## src/rtl/branch_ctrl.sv

```systemverilog
// branch_ctrl: sequencing controller for the shared execute-stage branch
// comparator. Accepts one conditional branch at a time, drives the
// comparator operands, captures its flags, resolves taken/target against
// the front-end prediction, returns the result and strobes a flush on
// mispredict. Keeps saturating branch / mispredict counters.
//
// Ports:
//   clk_i, rst_ni               clock (rising edge), async active-low reset
//   br_valid_i / br_ready_o     request handshake
//   br_funct3_i, br_pc_i, br_imm_i, br_rs1_i, br_rs2_i, br_pred_taken_i
//                               request payload
//   cmp_rs1_o, cmp_rs2_o, cmp_unsigned_o   registered comparator drive
//   cmp_less_i, cmp_equal_i     comparator flags (combinational from cmp_*)
//   res_valid_o / res_ready_i   result handshake
//   res_taken_o, res_next_pc_o, res_mispred_o, res_illegal_o   result
//   flush_o                     pipeline flush strobe
//   kill_i                      synchronous abort of the in-flight branch
//   br_count_o, mispred_count_o saturating statistics
module branch_ctrl #(
  parameter int unsigned FLUSH_CYCLES = 2,
  parameter int unsigned CNT_W        = 16
) (
  input  logic             clk_i,
  input  logic             rst_ni,
  input  logic             br_valid_i,
  output logic             br_ready_o,
  input  logic [2:0]       br_funct3_i,
  input  logic [31:0]      br_pc_i,
  input  logic [31:0]      br_imm_i,
  input  logic [31:0]      br_rs1_i,
  input  logic [31:0]      br_rs2_i,
  input  logic             br_pred_taken_i,
  output logic [31:0]      cmp_rs1_o,
  output logic [31:0]      cmp_rs2_o,
  output logic             cmp_unsigned_o,
  input  logic             cmp_less_i,
  input  logic             cmp_equal_i,
  output logic             res_valid_o,
  input  logic             res_ready_i,
  output logic             res_taken_o,
  output logic [31:0]      res_next_pc_o,
  output logic             res_mispred_o,
  output logic             res_illegal_o,
  output logic             flush_o,
  input  logic             kill_i,
  output logic [CNT_W-1:0] br_count_o,
  output logic [CNT_W-1:0] mispred_count_o
);

  typedef enum logic [1:0] {IDLE = 2'd0, EVAL = 2'd1, RESOLVE = 2'd2, FLUSH = 2'd3} state_e;

  state_e           state_q, state_d;
  logic [2:0]       funct3_q;
  logic [31:0]      pc_q, imm_q;
  logic             pred_q;
  logic [31:0]      cmp_rs1_q, cmp_rs2_q;
  logic             cmp_unsigned_q;
  logic             res_valid_q, res_taken_q, res_mispred_q, res_illegal_q;
  logic [31:0]      res_next_pc_q;
  logic [3:0]       flush_cnt_q;
  logic [CNT_W-1:0] br_cnt_q, mp_cnt_q;

  logic             accept, handshake;
  logic             dec_taken, dec_illegal;
  logic [31:0]      dec_next_pc;

  function automatic logic [CNT_W-1:0] sat_inc(input logic [CNT_W-1:0] v);
    return (&v) ? v : v + CNT_W'(1);
  endfunction

  // kill_i blocks acceptance in IDLE and wins over a same-cycle result handshake
  assign accept    = (state_q == IDLE) && br_valid_i && !kill_i;
  assign handshake = (state_q == RESOLVE) && res_valid_q && res_ready_i && !kill_i;

  // Branch decision from the comparator flags; illegal encodings resolve not-taken
  always_comb begin
    dec_taken   = 1'b0;
    dec_illegal = 1'b0;
    case (funct3_q)
      3'b000:          dec_taken = cmp_equal_i;
      3'b001:          dec_taken = !cmp_equal_i;
      3'b100, 3'b110:  dec_taken = cmp_less_i;
      3'b101, 3'b111:  dec_taken = !cmp_less_i;
      default:         dec_illegal = 1'b1;
    endcase
    dec_next_pc = dec_taken ? (pc_q + imm_q) : (pc_q + 32'd4);
  end

  // State register
  always_ff @(posedge clk_i or negedge rst_ni) begin
    if (!rst_ni) state_q <= IDLE;
    else         state_q <= state_d;
  end

  // Next-state logic
  always_comb begin
    state_d = state_q;
    case (state_q)
      IDLE:    if (accept) state_d = EVAL;
      EVAL:    state_d = kill_i ? IDLE : RESOLVE;
      RESOLVE: begin
        if (kill_i)         state_d = IDLE;
        else if (handshake) state_d = res_mispred_q ? FLUSH : IDLE;
      end
      FLUSH:   if (flush_cnt_q == 4'd0) state_d = IDLE;
      default: state_d = IDLE;
    endcase
  end

  // State-decoded outputs
  always_comb begin
    br_ready_o = (state_q == IDLE);
    flush_o    = (state_q == FLUSH);
  end

  // Datapath, result and statistics registers
  always_ff @(posedge clk_i or negedge rst_ni) begin
    if (!rst_ni) begin
      funct3_q       <= '0;
      pc_q           <= '0;
      imm_q          <= '0;
      pred_q         <= 1'b0;
      cmp_rs1_q      <= '0;
      cmp_rs2_q      <= '0;
      cmp_unsigned_q <= 1'b0;
      res_valid_q    <= 1'b0;
      res_taken_q    <= 1'b0;
      res_mispred_q  <= 1'b0;
      res_illegal_q  <= 1'b0;
      res_next_pc_q  <= '0;
      flush_cnt_q    <= '0;
      br_cnt_q       <= '0;
      mp_cnt_q       <= '0;
    end else begin
      if (accept) begin
        funct3_q       <= br_funct3_i;
        pc_q           <= br_pc_i;
        imm_q          <= br_imm_i;
        pred_q         <= br_pred_taken_i;
        cmp_rs1_q      <= br_rs1_i;
        cmp_rs2_q      <= br_rs2_i;
        cmp_unsigned_q <= br_funct3_i[1];
      end
      if (state_q == EVAL && !kill_i) begin
        res_taken_q   <= dec_taken;
        res_illegal_q <= dec_illegal;
        res_next_pc_q <= dec_next_pc;
        res_mispred_q <= dec_taken != pred_q;
      end
      // Valid is registered: it rises one cycle into RESOLVE, so results
      // appear two edges after acceptance, and drops after handshake or kill.
      res_valid_q <= (state_q == RESOLVE) && !kill_i && !handshake;
      if (handshake) begin
        br_cnt_q <= sat_inc(br_cnt_q);
        if (res_mispred_q) mp_cnt_q <= sat_inc(mp_cnt_q);
      end
      // Loaded with FLUSH_CYCLES-1 so FLUSH lasts exactly FLUSH_CYCLES cycles
      if (handshake && res_mispred_q)
        flush_cnt_q <= 4'(FLUSH_CYCLES - 1);
      else if (state_q == FLUSH && flush_cnt_q != 4'd0)
        flush_cnt_q <= flush_cnt_q - 4'd1;
    end
  end

  assign cmp_rs1_o       = cmp_rs1_q;
  assign cmp_rs2_o       = cmp_rs2_q;
  assign cmp_unsigned_o  = cmp_unsigned_q;
  assign res_valid_o     = res_valid_q;
  assign res_taken_o     = res_taken_q;
  assign res_next_pc_o   = res_next_pc_q;
  assign res_mispred_o   = res_mispred_q;
  assign res_illegal_o   = res_illegal_q;
  assign br_count_o      = br_cnt_q;
  assign mispred_count_o = mp_cnt_q;

endmodule

```

## config.mk

```make
export PLATFORM = sky130hd
export DESIGN_NAME = branch_ctrl
export DESIGN_NICKNAME = d
export VERILOG_FILES = /design/src/rtl/branch_ctrl.sv
export SDC_FILE = /design/constraint.sdc
export NUM_CORES = 1
export LEC_CHECK = 0
export BUFFER_PORTS_ARGS = -buffer_cell sky130_fd_sc_hd__clkbuf_2
export CAP_MARGIN = 20
export CORE_ASPECT_RATIO = 0.9
export CORE_UTILIZATION = 35
export CTS_CLUSTER_DIAMETER = 30
export CTS_CLUSTER_SIZE = 25
export DETAILED_ROUTE_END_ITERATION = 8
export GPL_ROUTABILITY_DRIVEN = 0
export PLACE_DENSITY_LB_ADDON = 0.3
export SETUP_SLACK_MARGIN = 0.1
export SLEW_MARGIN = 20
export SYNTH_ARGS = -nofsm -noshare
export SYNTH_HDL_FRONTEND = slang
export SYNTH_SLANG_ARGS = --single-unit
export TNS_END_PERCENT = 30
```

## constraint.sdc

```tcl
create_clock -name clk_i -period 2.56 [get_ports clk_i]
set_input_delay 0 -clock clk_i [delete_from_list [all_inputs] [get_ports clk_i]]
set_output_delay 0 -clock clk_i [all_outputs]
set_load 0.005 [all_outputs]
```

==> key figures, run 1 <==
Die
  • Row count: 59
  • Core Region: 0.02916 mm2
  • Die width: 184.2 um
  • Num ports: 274
  • DIE AREA: 0.03057 mm2
  • Die H: 166.0 um
  • Initial core utilization: 0.3585

Routing
  • Drt wl/cell: 15.98 um
  • Via Count: 9048
  • DRC viols: 0
  • Final wirelength: 29960 um
  • Vias/cell: 4.828
  • M1 WL: 13100 um
  • Pre-antenna DRT Iters: 5
  • Max layer used: met4
  • 1st-iter DRT viols: 522
  • Met3 WL: 1589 um
  • Post-route ant nets: 0
  • Met2 wire length: 14380 um

Cells and area
  • Fillers: 2569
  • Layout Nets: 1609
  • Non-Filler Instances: 1874
  • Post-layout util: 0.5517
  • Area Growth Syn to Fin: 53.87%
  • Multi-input logic area: 0.005172 mm2
  • Layout Cell Area excl Fill: 0.01609 mm2
  • Layout cell share with drive strength beyond 1: 0.4195
  • # diodes: 0
  • FF/Latch Area: 0.005155 mm2

Power and ir drop
  • Design Power: 22.24 mW
  • Peak VDD IR: 0.0007283 V
  • Pwr dens: 1382 mW/mm2
  • Leak: 7.581 nW

Placement
  • Post-DP Area: 0.01270 mm2
  • Pre-CTS setup slack: -0.2103 ns
  • Port Buffers: 273
  • Placed Cells: 1633
  • Hpwl dp: 20590 um

Synthesis
  • Top FF cell, synth: dfrtp_1
  • Number of synthesized flops with an enable pin: 0
  • Synth cell types: 70
  • Seq cells post-synth: 206
  • Post-synth ARST share: 1.000
  • Cell count after synthesis: 933
  • Syn nets: 1108
  • Sequential area share after synthesis: 0.4931
  • Synth Cell Area: 0.01046 mm2
  • Mapped Avg Cell Area: 11.21 um2
  • Yosys synthesis warning count: 0

Worst setup path
  • CP startpoint kind: flop
  • WP data required: 3.03 ns
  • CP Capture Type: flop
  • CP max FO: 3
  • WS Path Type: flop to flop
  • Arr. time, crit path: 3.15 ns

STA
  • Clk_skew: 0.01546 ns
  • RSZ-0062 raised after global routing: true
  • Fmax achieved: 0.3742 GHz
  • Hold slack: 0.01863 ns
  • Worst-margin pin slew: 1.036 ns
  • Worst setup margin: -0.1122 ns
  • Tcrit/Tclk final: 1.044
  • Final setup TNS: -0.2154 ns
  • Max_slew headroom: 0.3092
  • Final Setup Violations: 5
  • Crit path time final: 2.672 ns
  • Max-slew violations: 0
  • Final hold vios: 0

Run status
  • Failing checks: setup timing
  • Status: complete, but fails checks

CTS
  • Clock sinks: 206
  • Htree depth: 2
  • Total CTS buffers: 52
  • Clk_lat worst skew: 0.56 ns
  • Bufs on Longest Clock Path: 3
  • CTS tree: yes
  • CTS clk-pin slew, worst paths: 0.05 ns
  • Root Driver: clkbuf_16

Global route
  • GRT Overall Usage: 0.2003
  • First-pass GRT wire length: 48650 um
  • Initial antenna violation count: 0
  • Vias in the first global route: 9372
  • Pin count of the biggest net entering global routing: 82
  • GRT Residual Overflow: 0

Hold path
  • Hold Path Class: input port to asynchronous set/reset pin

Run
  • Max cap viols: 0
## worst paths after layout
path	startpoint	endpoint	slack, ns	cells after the start
max in group asynchronous	rst_ni	cmp_rs1_o[19]	1.69	3
min in group clk_i	br_valid_i	cmp_rs1_o[1]	0.06	4
worst min-delay path	rst_ni	mispred_count_o[6]	0.02	2
worst max register to register	imm_q[0]	res_next_pc_o[24]	-0.11	10
worst min register to register	res_next_pc_o[2]	res_next_pc_o[2]	0.47	2
worst max-delay path	imm_q[0]	res_next_pc_o[24]	-0.11	10
## routing by layer
metal,vias up,GRT usage
met5,-,0
met2,274,0.3295
met1,4343,0.2567
li1,4368,-
met4,0,0.07681
met3,63,0.04254
## logic make-up after synthesis
logic type / after synthesis / share of synthesized area
flops: 206 / 0.4931
mux: 135 / 0.1453
simple gates: 253 / 0.1219
buf+inv: 49 / 0.02489
compound gates: 171 / 0.1015
fa+ha+maj: 36 / 0.04380
xor+xnor: 83 / 0.06953
## what timing repair did
| item | 4_1_cts | 5_1_grt |
|---|---|---|
| hold endpoints to repair | 277 | 0 |
| endpoints found under the setup margin | 16 | 21 |
| hold buffers | 136 | 0 |
| pin swaps | 10 | 10 |
| gates resized for setup | 11 | 14 |
| setup buffers | 4 | 3 |
## flip-flops by register name, indices dropped and copies added (netlist names), 3 cells and up
signal	cells
cmp_rs1_o	32
flush_cnt_q	4
br_count_o	16
res_next_pc_o	32
funct3_q	3
imm_q	32
pc_q	32
cmp_rs2_o	32
mispred_count_o	16
## placed cells by master, fill, tap and decap left out, types with 5 or more instances in the layout
| master | instances |
|---|---|
| clkbuf_2 | 272 |
| dfrtp_1 | 206 |
| dlygate4sd3_1 | 136 |
| mux2_2 | 133 |
| nand2_1 | 87 |
| buf_4 | 70 |
| a21oi_1 | 55 |
| clkbuf_16 | 53 |
| nor2_1 | 52 |
| xnor2_1 | 46 |
| o21ai_0 | 42 |
| xor2_1 | 37 |
| ha_1 | 33 |
| nand3_1 | 23 |
| nand4_1 | 18 |
| a21o_1 | 16 |
| inv_1 | 13 |
| and3_1 | 10 |
| clkinv_4 | 10 |
| and2_1 | 9 |
| nor3_1 | 8 |
| a31oi_1 | 8 |
| or3_1 | 7 |
| clkbuf_8 | 7 |
| o21ai_1 | 6 |
| clkinvlp_4 | 6 |
| inv_6 | 6 |
| bufinv_16 | 6 |
| clkinv_2 | 6 |
| o21bai_1 | 5 |
| nor2b_1 | 5 |
| nand2b_1 | 5 |
| a21oi_2 | 5 |
## where the power goes
group          internal, mW  switching, mW  leakage, nW  total, mW
clock                  4.63           2.17        0.902       6.80
combinational          4.85           4.97         4.15       9.82
sequential             4.66          0.951         2.53       5.61
## cells in the mapped netlist, drive strengths merged, types with 5 or more instances
cell type | n | share of area
dfrtp | 206 | 0.49
mux2 | 134 | 0.14
nand2 | 88 | 0.032
a21oi | 61 | 0.029
nor2 | 52 | 0.019
o21ai | 51 | 0.025
xnor2 | 46 | 0.039
xor2 | 37 | 0.031
ha | 35 | 0.042
nand3 | 23 | 0.011
clkbuf | 22 | 0.0098
nand4 | 21 | 0.015
a21o | 16 | 0.011
buf | 13 | 0.0073
inv | 13 | 0.0047
and2 | 11 | 0.0068
and3 | 11 | 0.0067
nor3 | 11 | 0.0057
a31oi | 8 | 0.0048
or3 | 7 | 0.0042
o21bai | 6 | 0.0043
nand2b | 5 | 0.0030
nor2b | 5 | 0.0030
## cell type report
cell class | count | share of cell area
Multi-Input combinational cell | 678 | 0.3215
Clock buffer | 62 | 0.08890
Timing Repair Buffer | 483 | 0.2078
Sequential cell | 206 | 0.3204
Clock inverter | 36 | 0.02746
Tap cell | 396 | 0.03080
Inverter | 13 | 0.003033
## worst max-delay path, cell delays in order, from the launching register on
cell and delay (ns):
dfrtp_1 0.38, ha_2 0.20, fa_2 0.33, a21o_1 0.18, a221o_1 0.36, o21ai_2 0.20, o31ai_2 0.10, a21o_1 0.22
a41oi_2 0.19, mux2_4 0.32, o21ai_2 0.11
No activity file was read; power rests on OpenSTA's default activity.
==> inputs of run 2 (changes only) <==
- clock period: 2.56 -> 3.4 ns (I/O delays scaled with it)
==> run 2 against run 1 <==
Against the previous run: the flow now finishes without violations; register-to-register slack improved by 0.61 ns; sequential power shrank 22%; global-route usage shrank 0.59 points; combinational power down 35%; total power is 28% lower; final cell count fell by 3.5%; clock power fell by 22%; clock skew is 0.0011 ns lower; critical path type unchanged; via count is 3.0% lower; final area shrank 3.6%; clock-buffer cell count up 6.
==> key figures, run 2 (same netlist as run 1, synthesis figures left out) <==
Run status
  • Status: completed

CTS
  • Htree depth: 2 (unchanged)
  • CTS tree: yes
  • Clk_lat worst skew: 0.54 ns (-0.02 ns)
  • CTS clk-pin slew, worst paths: 0.04 ns (about the same)
  • Post-CTS Hold Fix Bufs: 136 (unchanged)
  • Bufs on Longest Clock Path: 3 (unchanged)
  • Clock sinks: 206 (unchanged)
  • Root Driver: clkbuf_16
  • Resized cells post-CTS: 0 (-11)
  • Setup bufs post-CTS: 0 (-4)
  • Total CTS buffers: 52 (unchanged)

Global route
  • GRT Residual Overflow: 0 (unchanged)
  • First-pass GRT wire length: 47210 um (-3.0%)
  • Initial antenna violation count: 0 (unchanged)
  • GR Util met1: 0.2561 (-0.0005531)
  • Vias in the first global route: 8997 (-4.0%)
  • Pin count of the biggest net entering global routing: 135 (+65%)
  • Met2 usage: 0.3050 (-0.02454)
  • GRT Overall Usage: 0.1944 (-0.005857)
  • Most Used Layer, Global Route: met2
  • Met3 usage: 0.04518 (+0.002632)

STA
  • Fmax achieved: 0.3441 GHz (-8.1%)
  • Final Setup Violations: 0 (-5)
  • Final hold vios: 0 (unchanged)
  • Worst setup margin: 0.4938 ns (+0.6060 ns)
  • Tcrit/Tclk final: 0.8548 (-0.1891)
  • Max_slew headroom: 0.3328 (+0.02355)
  • Worst-margin pin slew: 1.001 ns (-0.03532 ns)
  • Max-slew violations: 0 (unchanged)
  • RSZ-0062 raised after global routing: false
  • Clk_skew: 0.01434 ns (-0.001121 ns)
  • Crit path time final: 2.906 ns (+0.2340 ns)
  • Final setup TNS: 0 ns (+0.2154 ns)

Routing
  • Via Count: 8779 (-3.0%)
  • Post-route ant nets: 0 (unchanged)
  • 1st-iter DRT viols: 360 (-31%)
  • Pre-antenna DRT Iters: 5 (unchanged)
  • DRC viols: 0 (unchanged)
  • Final wirelength: 28830 um (-3.7%)
  • Vias/cell: 4.856 (+0.57%)
  • Drt wl/cell: 15.95 um (-0.23%)

Placement
  • Port Buffers: 273 (unchanged)
  • Placed Cells: 1577 (-3.4%)
  • Pre-CTS setup slack: 0.5386 ns (+0.7489 ns)
  • Hpwl dp: 19820 um (-3.7%)

Worst setup path
  • CP startpoint kind: flop
  • Slowest-stage cell, CP: fa_1
  • Buf/Inv on CP: 0 (unchanged)
  • R2R Setup Slk: 0.49 ns (+0.61 ns)
  • CP Capture Type: flop
  • RR Endpoint: res_next_pc_o[24]
  • Arr. time, crit path: 3.36 ns (+0.21 ns)
  • CP max FO: 3 (unchanged)
  • Critical Path, Cell by Cell: ha_1 > fa_1 > a21o_1 > a221o_1 > o21ai_2 > o31ai_1 > a21o_1 > a41oi_1 > mux2_2 > o21ai_1
  • WS Path Type: flop to flop
  • WP data required: 3.86 ns (+0.83 ns)
  • Max incr delay on CP: 0.41 ns (+0.03 ns)
  • RR Startpoint: pc_q[0]
  • Most common cell on crit path: a21o_1
  • Worst R2R Path Depth: 10 (unchanged)
  • CP delay by family, top: compound AO/OA/AOI/OAI gates

Power and ir drop
  • Cell Int Power: 10.37 mW (-27%)
  • Comb pwr share: 0.399 (-0.043)
  • Leak: 7.261 nW (-4.2%)
  • Peak VDD IR: 0.0004688 V (-36%)
  • Clock Power Share: 0.330 (+0.024)
  • Sequential Power Share: 0.271 (+0.019)
  • Switch share: 0.3548 (-0.008812)
  • Pwr dens: 1037 mW/mm2 (-25%)
  • Psw: 5.705 mW (-29%)
  • Design Power: 16.08 mW (-28%)

Die
  • Die width: 184.2 um (unchanged)
  • DIE AREA: 0.03057 mm2 (unchanged)
  • Row count: 59 (unchanged)
  • Num ports: 274 (unchanged)
  • Die H: 166.0 um (unchanged)
  • Core Region: 0.02916 mm2 (unchanged)
  • Initial core utilization: 0.3585 (unchanged)

Cells and area
  • Commonest non-fill, non-tap cells in the layout: clkbuf_2, dfrtp_1, dlygate4sd3_1, mux2_2, nand2_1
  • Layout Nets: 1546 (-3.9%)
  • Most common cell after layout, fill and taps aside: clkbuf_2
  • Layout cell share with drive strength beyond 1: 0.3746 (-0.04484)
  • Non-Filler Instances: 1808 (-3.5%)
  • Area Growth Syn to Fin: 48.36%
  • # diodes: 0 (unchanged)

Run
  • Max cap viols: 0 (unchanged)

Hold path
  • Hold Path Class: input port to asynchronous set/reset pin
## run 2: worst max path at each step
stage | start | end | slack, ns | depth (start not counted)
floorplan | pc_q[0] | res_next_pc_o[24] | 0.74 | 10
global placement | pc_q[0] | res_next_pc_o[24] | 0.57 | 10
detailed placement | pc_q[0] | res_next_pc_o[24] | 0.54 | 10
CTS | pc_q[0] | res_next_pc_o[24] | 0.50 | 10
global route | pc_q[0] | res_next_pc_o[30] | 0.28 | 10
finish | pc_q[0] | res_next_pc_o[24] | 0.49 | 10
## run 2: cell type report
type                    count  area, um2
clock buffers              68       1453
clock inverters            27      447.9
fillers                  2583      13650
inverters                  13      48.80
multi-input cells         678       5055
flip-flops and latches    206       5155
well taps                 396      495.5
repair buffers            420       2856
## run 2: metrics by stage
stage	hold WS, ns	instance area, um2	utilization
final	0.09261	15510	0.5319
after global routing	0.1537	15510	0.5319
after CTS	0.1267	15510	0.5319
after detailed placement	0.1343	12250	0.4201
after global placement	0.1332	12250	0.4201
after floorplan	-0.2956	10460	-
## run 2: power groups by stage
| stage | logic [mW] | clock network [mW] | registers, mW |
|---|---|---|---|
| after floorplan | 4.42 | 0 | 4.20 |
| after global placement | 6.20 | 0 | 4.32 |
| after detailed placement | 6.25 | 0 | 4.38 |
| after CTS | 6.40 | 5.41 | 4.35 |
| after global routing | 7.12 | 5.56 | 4.53 |
| final | 6.42 | 5.30 | 4.36 |
## run 2: metal layers
metal  part of all wire  wire length [um]  vias to the layer above
met5                  0                 0                        -
met4              0.034               971                        0
met3              0.055              1597                       59
met2               0.45             13110                      257
met1               0.46             13150                     4233
li1                   -                 -                     4230
==> inputs of run 3 (changes only) <==
- CELL_PAD_IN_SITES_DETAIL_PLACEMENT: default -> 1
- CELL_PAD_IN_SITES_GLOBAL_PLACEMENT: default -> 2
==> run 3 against run 2 <==
Against the previous run: maximum frequency increased by 0.70%; critical endpoint unchanged; first-iteration DRC count is 13% lower; critical path type unchanged; combinational power up 2%; worst setup slack better by 0.020 ns.
==> key figures, run 3 (same netlist as run 1, synthesis figures left out) <==
Global route
  • GRT Residual Overflow: 0 (unchanged)
  • Initial antenna violation count: 0 (unchanged)
  • Pin count of the biggest net entering global routing: 134 (-0.74%)
  • GRT Overall Usage: 0.2195 (+0.02511)
  • First-pass GRT wire length: 52990 um (+12%)
  • Vias in the first global route: 9797 (+8.9%)

STA
  • Max-slew violations: 0 (unchanged)
  • Fmax achieved: 0.3465 GHz (+0.70%)
  • Final setup TNS: 0 ns (unchanged)
  • Final hold vios: 0 (unchanged)
  • RSZ-0062 raised after global routing: false
  • Final Setup Violations: 0 (unchanged)
  • Worst-margin pin slew: 0.8773 ns (-0.1235 ns)
  • Hold slack: 0.08628 ns (-0.006329 ns)
  • Clk_skew: 0.02132 ns (+0.006988 ns)
  • Tcrit/Tclk final: 0.8489 (-0.005905)
  • Max_slew headroom: 0.4151 (+0.08235)
  • Crit path time final: 2.886 ns (-0.02008 ns)
  • Worst setup margin: 0.5139 ns (+0.02008 ns)

Routing
  • 1st-iter DRT viols: 313 (-13%)
  • Pre-antenna DRT Iters: 4 (-1)
  • Final wirelength: 32540 um (+13%)
  • Post-route ant nets: 0 (unchanged)
  • Via Count: 8902 (+1.4%)
  • Drt wl/cell: 17.95 um (+13%)
  • Vias/cell: 4.910 (+1.1%)
  • DRC viols: 0 (unchanged)

Power and ir drop
  • Sequential Power Share: 0.272 (about the same)
  • Psw: 5.917 mW (+3.7%)
  • Pwr dens: 1043 mW/mm2 (+0.61%)
  • Clock Power Share: 0.325 (-0.005)
  • Design Power: 16.18 mW (+0.63%)
  • Switch share: 0.3657 (+0.01086)
  • Comb pwr share: 0.403 (+0.004)
  • Peak VDD IR: 0.0005155 V (+10%)
  • Leak: 7.274 nW (+0.18%)
  • Cell Int Power: 10.26 mW (-1.1%)

Worst setup path
  • Arr. time, crit path: 3.36 ns (about the same)
  • Worst R2R Path Depth: 10 (unchanged)
  • CP Capture Type: flop
  • RR Endpoint: res_next_pc_o[24]
  • RR Startpoint: pc_q[0]
  • R2R Setup Slk: 0.51 ns (+0.02 ns)
  • WP data required: 3.87 ns (about the same)
  • CP startpoint kind: flop
  • WS Path Type: flop to flop
  • CP max FO: 3 (unchanged)

CTS
  • Htree depth: 2 (unchanged)
  • Clock sinks: 206 (unchanged)
  • Resized cells post-CTS: 0 (unchanged)
  • CTS clk-pin slew, worst paths: 0.04 ns (about the same)
  • Bufs on Longest Clock Path: 3 (unchanged)
  • CTS tree: yes
  • Root Driver: clkbuf_16
  • Clk_lat worst skew: 0.55 ns (about the same)
  • Setup bufs post-CTS: 0 (unchanged)
  • Total CTS buffers: 53 (+1.9%)

Die
  • Die H: 166.0 um (unchanged)
  • Initial core utilization: 0.3585 (unchanged)
  • Core Region: 0.02916 mm2 (unchanged)
  • Row count: 59 (unchanged)
  • DIE AREA: 0.03057 mm2 (unchanged)
  • Num ports: 274 (unchanged)
  • Die width: 184.2 um (unchanged)

Cells and area
  • Layout Nets: 1547 (+0.065%)
  • Layout cell share with drive strength beyond 1: 0.3769 (+0.002207)
  • Commonest non-fill, non-tap cells in the layout: clkbuf_2, dfrtp_1, dlygate4sd3_1, mux2_2, nand2_1
  • # diodes: 0 (unchanged)
  • Most common cell after layout, fill and taps aside: clkbuf_2
  • Area Growth Syn to Fin: 48.40% (about the same)

Run
  • Max cap viols: 0 (unchanged)

Run status
  • Status: completed

Hold path
  • Hold Path Class: input port to asynchronous set/reset pin

Placement
  • Port Buffers: 273 (unchanged)
  • Hpwl dp: 21350 um (+7.7%)
  • Pre-CTS setup slack: 0.5213 ns (-0.01732 ns)
[run 3: layout make-up]
type                            instances  area, um2
Clock buffer                           71       1526
Multi-Input combinational cell        678       5055
Clock inverter                         29      366.6
Inverter                               13      48.80
Tap cell                              396      495.5
Timing Repair Buffer                  420       2868
Sequential cell                       206       5155
Fill cell                            3161      13640
[run 3: through the flow]
stage,utilization,instances,instance area (um2)
5_1_grt,0.5321,1813,15510
4_1_cts,0.5311,1812,15490
6_report,0.5321,1813,15510
3_5_place_dp,0.4192,1575,12220
2_1_floorplan,-,933,10460
3_3_place_gp,0.4192,1575,12220
[run 3: critical path, stage by stage (launching register included)]
cell	delay [ns]
dfrtp_1	0.39
ha_1	0.23
fa_1	0.40
a21o_1	0.23
a221o_1	0.33
o21ai_2	0.21
o31ai_1	0.12
a21o_1	0.22
a41oi_1	0.23
mux2_2	0.36
o21ai_1	0.11
[run 3: how the worst max path moves through the flow]
stage / from / endpoint / cells after the start
2_1_floorplan: pc_q[0] / res_next_pc_o[24] / 10
3_3_place_gp: pc_q[0] / res_next_pc_o[24] / 10
3_5_place_dp: pc_q[0] / res_next_pc_o[24] / 10
4_1_cts: pc_q[0] / res_next_pc_o[24] / 10
5_1_grt: pc_q[0] / res_next_pc_o[30] / 10
6_report: pc_q[0] / res_next_pc_o[24] / 10
[run 3: power groups by stage]
stage          registers (mW)  clock network, mW  logic (mW)
2_1_floorplan            4.20                  0        4.42
3_3_place_gp             4.36                  0        6.22
3_5_place_dp             4.42                  0        6.31
4_1_cts                  4.40               5.36        6.52
5_1_grt                  4.57               5.49        7.23
6_report                 4.40               5.26        6.52
[run 3: metal layers]
metal,track usage,up-vias,routed length [um],share of wire
met5,0,-,0,0
met4,0.08442,0,951,0.029
met3,0.05219,73,1830,0.056
met2,0.3524,248,15230,0.47
met1,0.2853,4345,14530,0.45
li1,-,4236,-,-
[run 3: what timing repair did]
item,CTS,global route
hold buffers,137,0
endpoints found under the hold margin,224,0
endpoints found under the setup margin,0,0
